==> src/rtl/line_window_reader.sv <==
// line_window_reader: 3x3 sliding window over a raster pixel stream,
// two circular line memories. Optional LINE_WINDOW_COUNT_EN: window_count.
module line_window_reader #(
  parameter int DATA_WIDTH = 8,
  parameter int IMG_WIDTH  = 28,
  parameter int IMG_HEIGHT = 28
) (
  input  logic                    clk,
  input  logic                    reset,
  input  logic                    enable,
  input  logic                    in_valid,
  input  logic [DATA_WIDTH-1:0]   in_data,
  output logic                    out_valid,
  output logic [9*DATA_WIDTH-1:0] out_window,
`ifdef LINE_WINDOW_COUNT_EN
  output logic [15:0]             window_count,
`endif
  output logic                    frame_done
);

  localparam int CW = $clog2(IMG_WIDTH);
  localparam int RW = $clog2(IMG_HEIGHT);
  localparam logic [CW-1:0] COL_LAST = CW'(IMG_WIDTH - 1);
  localparam logic [RW-1:0] ROW_LAST = RW'(IMG_HEIGHT - 1);
  localparam logic [CW-1:0] COL_TWO  = CW'(2);
  localparam logic [RW-1:0] ROW_TWO  = RW'(2);

  logic [DATA_WIDTH-1:0] line0_q [IMG_WIDTH];
  logic [DATA_WIDTH-1:0] line1_q [IMG_WIDTH];
  logic [DATA_WIDTH-1:0] win_q [9];
  logic [DATA_WIDTH-1:0] win_d [9];
  logic [CW-1:0]         col_q, col_d;
  logic [RW-1:0]         row_q, row_d;
  logic                  valid_q, valid_d;
  logic                  done_q, done_d;
  logic                  accept;
  logic                  col_last, row_last;

  assign accept   = enable & in_valid;
  assign col_last = (col_q == COL_LAST);
  assign row_last = (row_q == ROW_LAST);

  // Next raster position, next window and the flags this accept produces
  always_comb begin
    col_d = col_last ? '0 : col_q + 1'b1;
    row_d = row_q;
    if (col_last)
      row_d = row_last ? '0 : row_q + 1'b1;
    for (int r = 0; r < 3; r++) begin
      win_d[3*r]   = win_q[3*r+1];
      win_d[3*r+1] = win_q[3*r+2];
    end
    win_d[2] = line1_q[col_q];
    win_d[5] = line0_q[col_q];
    win_d[8] = in_data;
    valid_d  = in_valid & (row_q >= ROW_TWO) & (col_q >= COL_TWO);
    done_d   = in_valid & col_last & row_last;
  end

  // Line memories: read-before-write, never cleared
  always_ff @(posedge clk) begin
    if (accept && !reset) begin
      line1_q[col_q] <= line0_q[col_q];
      line0_q[col_q] <= in_data;
    end
  end

  // Counters, window and output flags; everything freezes with enable low
  always_ff @(posedge clk or posedge reset) begin
    if (reset) begin
      col_q   <= '0;
      row_q   <= '0;
      valid_q <= 1'b0;
      done_q  <= 1'b0;
      win_q   <= '{default: '0};
    end else if (enable) begin
      valid_q <= valid_d;
      done_q  <= done_d;
      if (in_valid) begin
        col_q <= col_d;
        row_q <= row_d;
        win_q <= win_d;
      end
    end
  end

  // Pack window registers, element 0 in the low bits
  always_comb begin
    out_window = '0;
    for (int k = 0; k < 9; k++)
      out_window[k*DATA_WIDTH +: DATA_WIDTH] = win_q[k];
  end

  assign out_valid  = valid_q;
  assign frame_done = done_q;

`ifdef LINE_WINDOW_COUNT_EN
  logic [15:0] cnt_q, cnt_d;

  // Per-frame emission count; restarts once frame_done has been seen
  always_comb begin
    cnt_d = cnt_q + {15'd0, valid_d};
    if (done_q)
      cnt_d = '0;
  end

  // Count register, frozen with the rest of the pipeline
  always_ff @(posedge clk or posedge reset) begin
    if (reset)
      cnt_q <= '0;
    else if (enable)
      cnt_q <= cnt_d;
  end

  assign window_count = cnt_q;
`endif

endmodule

==> config.mk <==
export PLATFORM = sky130hd
export DESIGN_NAME = line_window_reader
export DESIGN_NICKNAME = d
export VERILOG_FILES = /design/src/rtl/line_window_reader.sv
export SDC_FILE = /design/constraint.sdc
export NUM_CORES = 1
export LEC_CHECK = 0
export CORE_UTILIZATION = 60
export DETAILED_ROUTE_END_ITERATION = 12
export GPL_ROUTABILITY_DRIVEN = 0
export GPL_TIMING_DRIVEN = 0
export PLACE_DENSITY = 0.77
export SLEW_MARGIN = 20
export SYNTH_ARGS = -nofsm -noshare
export SYNTH_HDL_FRONTEND = slang
export SYNTH_SLANG_ARGS = --single-unit
export TNS_END_PERCENT = 100
==> constraint.sdc <==
create_clock -name clk -period 3.37 [get_ports clk]
set_input_delay 0.674 -clock clk [delete_from_list [all_inputs] [get_ports clk]]
set_output_delay 0.674 -clock clk [all_outputs]
set_load 0.05 [all_outputs]
# Word level (Yosys, flattened, before mapping)
# Memories as Yosys holds them, arrays and structs flattened. A register that Yosys moved wholly into a read port is not among the register bits.
# Cells that the tools add are included.
# word_totals
ff_bits,76
mem_bits_rw,448
in_bits,12
out_inout_bits,74
word_cells,33
mem_count,2
# op_classes
add_sub_neg,2
magnitude_cmp,2
eq_ne,2
muxes,4
n_bitwise,5
reduce_logical,4
# memory_table
name,words,width,rd,rd_ports_with_merged_regs,write_ports,line_no,rtl
line0_q,28,8,1,0,1,28,logic [DATA_WIDTH-1:0] line0_q [IMG_WIDTH];
line1_q,28,8,1,1,1,29,logic [DATA_WIDTH-1:0] line1_q [IMG_WIDTH];
# ops
operator,count
$add A5 B1 Y5 const B,2
$eq A5 B5 Y1 const B,2
$ge A5 B2 Y1 const B,2
$mux W5,2
$and A1 B1 Y1,5
$reduce_and A3 Y1,1
$mux W1,2
$reduce_and A2 Y1,1
$logic_and A1 B1 Y1,1
$logic_not A1 Y1,1

# Logic depth before layout (Yosys ltp)
# depth
depth_word,4
ltp_mapped,9
depth_no_buf,6

# Worst setup path before layout
# OpenSTA, ideal clock, no wires.
# synth_path
path_kind,reg2reg
from,reg col_q[0]
to,mem line0_q[10][0] (enable)
setup_time_ps,388
arrival_ps,2082
t_required_ps,2982
path_slack_ps,899
path_stages_with_launch,9
path_buffers,4
path_cell_list,dfrtp_1 buf_6 buf_12 buf_8 buf_6 inv_1 ha_1 nand2_1 nor2_1
# synth_rtl
element,line_no,rtl
start: declaration,32,"logic [CW-1:0] col_q, col_d;"
start signal: assignment,80,col_q <= col_d;
end: declaration,28,
# Straight into the memory's write port.

==> metrics.json <==
{
  "clocking": {
    "cts_made_buffers": 51,
    "clkLatencyLatePin_ns": 0.57,
    "cts_tree": "done",
    "clkSlewWorstSetupHoldPaths_ns": 0.07,
    "cts_post_setup_buffers_inserted": 0,
    "cts.htree.levels": 2,
    "cts.hold.buffers_added": 0,
    "number_of_sinks_handled_by_clock_tree_synthesis": 532,
    "cts.root.buffer_cell": "clkbuf_16",
    "clock_path_buffers": 3
  },
  "floorplan": {
    "placement_rows": 68,
    "start_util": 0.6090,
    "io_pins": 86,
    "floorplan.core_area_um2": 34540,
    "dieWidth_um": 189.2,
    "die-area_um2": 35810,
    "die_ht_um": 189.2
  },
  "critical_path": {
    "cp_slowest_stage_delay_ns": 0.53,
    "setup.worst_path.start_class": "flop",
    "crit_path_end_kind": "flop",
    "critical-path-top-cell-by-count": "buf_4",
    "timing.critical_path.cells": "buf_4 -> buf_2 -> buf_4 -> buf_4 -> mux4_2 -> a21oi_1 -> nand2_2",
    "worst-endpoint-arrival_ns": 3.50,
    "path_max_fanout": 28,
    "critical_path_class": "reg -> reg",
    "cp_data_required_time_ns": 3.53,
    "worst_path_cell_with_the_longest_stage_delay": "a21oi_1"
  },
  "timing": {
    "final_max_tran_viols": 0,
    "unrepaired_setup_endpoints_after_global_routing": "no",
    "final-hold-violation-count": 0,
    "hold-worst-slack_ns": 0.4714,
    "final_min_period_over_clock_period": 0.9910,
    "final.setup.worst_slack_ns": 0.03038,
    "achievable-frequency_mhz": 299.4,
    "max-slew-margin-rel": 0.2528,
    "final-setup-viol-count": 0,
    "final_period_minus_worst_setup_slack_ns": 3.340,
    "fin_setup_tns_ns": 0,
    "worstMarginPinSlew_ns": 1.117,
    "finalClockSkew_ns": 0.02049
  },
  "job": {
    "drv_cap": 0
  },
  "min_path": {
    "holdCritPathClass": "reg -> reg"
  },
  "placed_design": {
    "dp.cells": 1829,
    "pre_cts_slack_ns": -0.3908,
    "portBuffers": 85,
    "hpwl_mm": 33.35
  },
  "yosys": {
    "yosys_warns": 0,
    "synth_cells": 1263,
    "post_synth_most_frequent_cells": "edfxtp_1 (448), nand2_1 (210), mux2i_1 (98)",
    "count_of_flip_flops_with_a_built_in_enable_after_synthesis": 448,
    "syn_area_per_cell_um2": 16.65,
    "yosysMostFrequentCell": "edfxtp_1",
    "leading_area_contributor_after_synthesis": "edfxtp_1",
    "async_flop_share": 0.1579,
    "synth_seq_area_share": 0.7395,
    "syn_nets": 1281,
    "ys_ff_latch": 532,
    "synth_top_area_frac": 0.6395,
    "synth_top_cells_by_area": "edfxtp_1 (64%), dfrtp_1 (10%), mux4_2 (6.2%), mux2i_1 (4.7%), nand2_1 (3.7%)",
    "yosys_most_used_dff": "edfxtp_1",
    "synth_cell_area_um2": 21040,
    "synthDistinctLibCells": 57
  },
  "global_route": {
    "globalRouteOverflowTotal": 0,
    "grt_usage": 0.2898,
    "grt_antenna_before_repair": 0,
    "vias_in_the_first_global_route": 11950,
    "maximum_number_of_pins_on_one_net_before_global_route_repair": 52,
    "grt_pass1_wl_mm": 74.85
  },
  "pwr": {
    "power.density_nw_per_um2": 840.7,
    "power.static_leakage_nw": 8.680,
    "vdd_ir_drop_max_mv": 0.6298
  },
  "route": {
    "detail_route.drc_violations": 0,
    "routed_antenna_nets": 0,
    "drt_iter0_markers": 1236,
    "drt_wl_total_mm": 50.72,
    "routed_via_density": 6.220,
    "wl_per_cell_um": 26.38,
    "via_count": 11960,
    "dr.pass1.iters": 5
  },
  "layout": {
    "synthToLayoutAreaGrowth_pct": 16.68,
    "final_core_utilization": 0.7106,
    "layout.cells.non_filler": 1923,
    "post_route_cells_drive_above_1_share": 0.2050,
    "antenna-diode-count": 0,
    "final_nets": 1445
  },
  "outcome": {
    "run_status": "complete, no violations"
  }
}
logic make-up (layout without fill, tap and decap cells):
logic type	after synthesis	in the layout	synth area share
DFF	532	532	0.7395
xor gates and xnor gates	1	1	0.0004164
and+or+nand+nor	331	331	0.06805
buffers and inverters	118	323	0.03640
muxes	171	171	0.1182
AOI/OAI and AO/OA	104	104	0.03391
adders and majority gates	6	6	0.003569
flip-flops by register name, indices dropped and copies added, names as in the netlist:
name / count
line0_q: 224
line1_q: 224
out_window: 72
col_q: 5
row_q: 5
frame_done: 1
out_valid: 1
through the flow:
step / power [W] / instance area [um2]
2_1_floorplan: 0.01286 / 21040
3_3_place_gp: 0.01488 / 22460
3_5_place_dp: 0.01513 / 22930
4_1_cts: 0.02056 / 24540
5_1_grt: 0.02119 / 24540
6_report: 0.02064 / 24540
critical path: cells and delay by family (launching register included):
kind / cells / cell delay [ns]
buffers and inverters: 4 / 1.12
flip-flops: 1 / 0.39
AO/OA/AOI/OAI: 1 / 0.53
multiplexers: 1 / 0.35
AND/OR/NAND/NOR: 1 / 0.50
layout by cell type (no fill, tap or decap), types with 5 or more instances in the layout:
cell type        count
clkinv_2             5
buf_2               24
nor2_2              24
mux2_2               9
nand2_1            208
edfxtp_1           448
o22ai_1             28
a211oi_1            10
nand2b_1             6
clkdlybuf4s50_1     81
nor2b_1              9
o21ai_0             14
dfrtp_1             84
buf_8               19
mux4_2              58
nor2_1              23
nand4_1              5
a31oi_1              9
nor4_1               7
nand3_1             15
clkbuf_1            39
ha_1                 6
mux2i_1             98
buf_4               63
a21oi_1              6
inv_1                7
clkinv_1             7
a22oi_1             17
clkbuf_16           51
buf_6               11
layer usage:
metal / routed length, um / global-route usage / share of wire / vias up
li1: - / - / - / 5103
met5: 0 / 0 / 0 / -
met4: 2107 / 0.1132 / 0.042 / 0
met1: 19050 / 0.3849 / 0.38 / 6000
met3: 4978 / 0.05802 / 0.098 / 149
met2: 24590 / 0.4765 / 0.48 / 709
layout make-up:
type	count	area, um2
Fill cell	2134	9998
Sequential cell	532	15550
Tap cell	455	569.3
Clock buffer	74	1403
Multi-Input combinational cell	613	4862
Inverter	8	32.53
Buffer	110	735.7
Clock inverter	20	183.9
Timing Repair Buffer	111	1204
where the power goes:
| group | switching [W] | leakage [nW] | internal [W] |
|---|---|---|---|
| Sequential | 0.000302 | 5.07 | 0.00845 |
| Clock | 0.00235 | 0.772 | 0.00312 |
| Combinational | 0.00430 | 2.84 | 0.00212 |
worst paths after layout:
check                      depth (start not counted)  slack [ns]                        from                         end
min reg2reg                                        2        0.47  out_window[24]$_DFFE_PP0N_  out_window[24]$_DFFE_PP0N_
max reg2reg                                        7        0.03        col_q[1]$_DFFE_PP0N_     line1_q[6][6]$_DFFE_PP_
max in group asynchronous                          3        2.19                       reset  out_window[65]$_DFFE_PP0N_
min in group asynchronous                          2        0.55                       reset        col_q[4]$_DFFE_PP0N_
min                                                2        0.47  out_window[24]$_DFFE_PP0N_  out_window[24]$_DFFE_PP0N_
max                                                7        0.03        col_q[1]$_DFFE_PP0N_     line1_q[6][6]$_DFFE_PP_
what timing repair did:
item	4_1_cts	5_1_grt
resized for setup	5	2
gates cloned	0	0
endpoints found under the setup margin	143	2
Power figures use the tool's default switching activity.
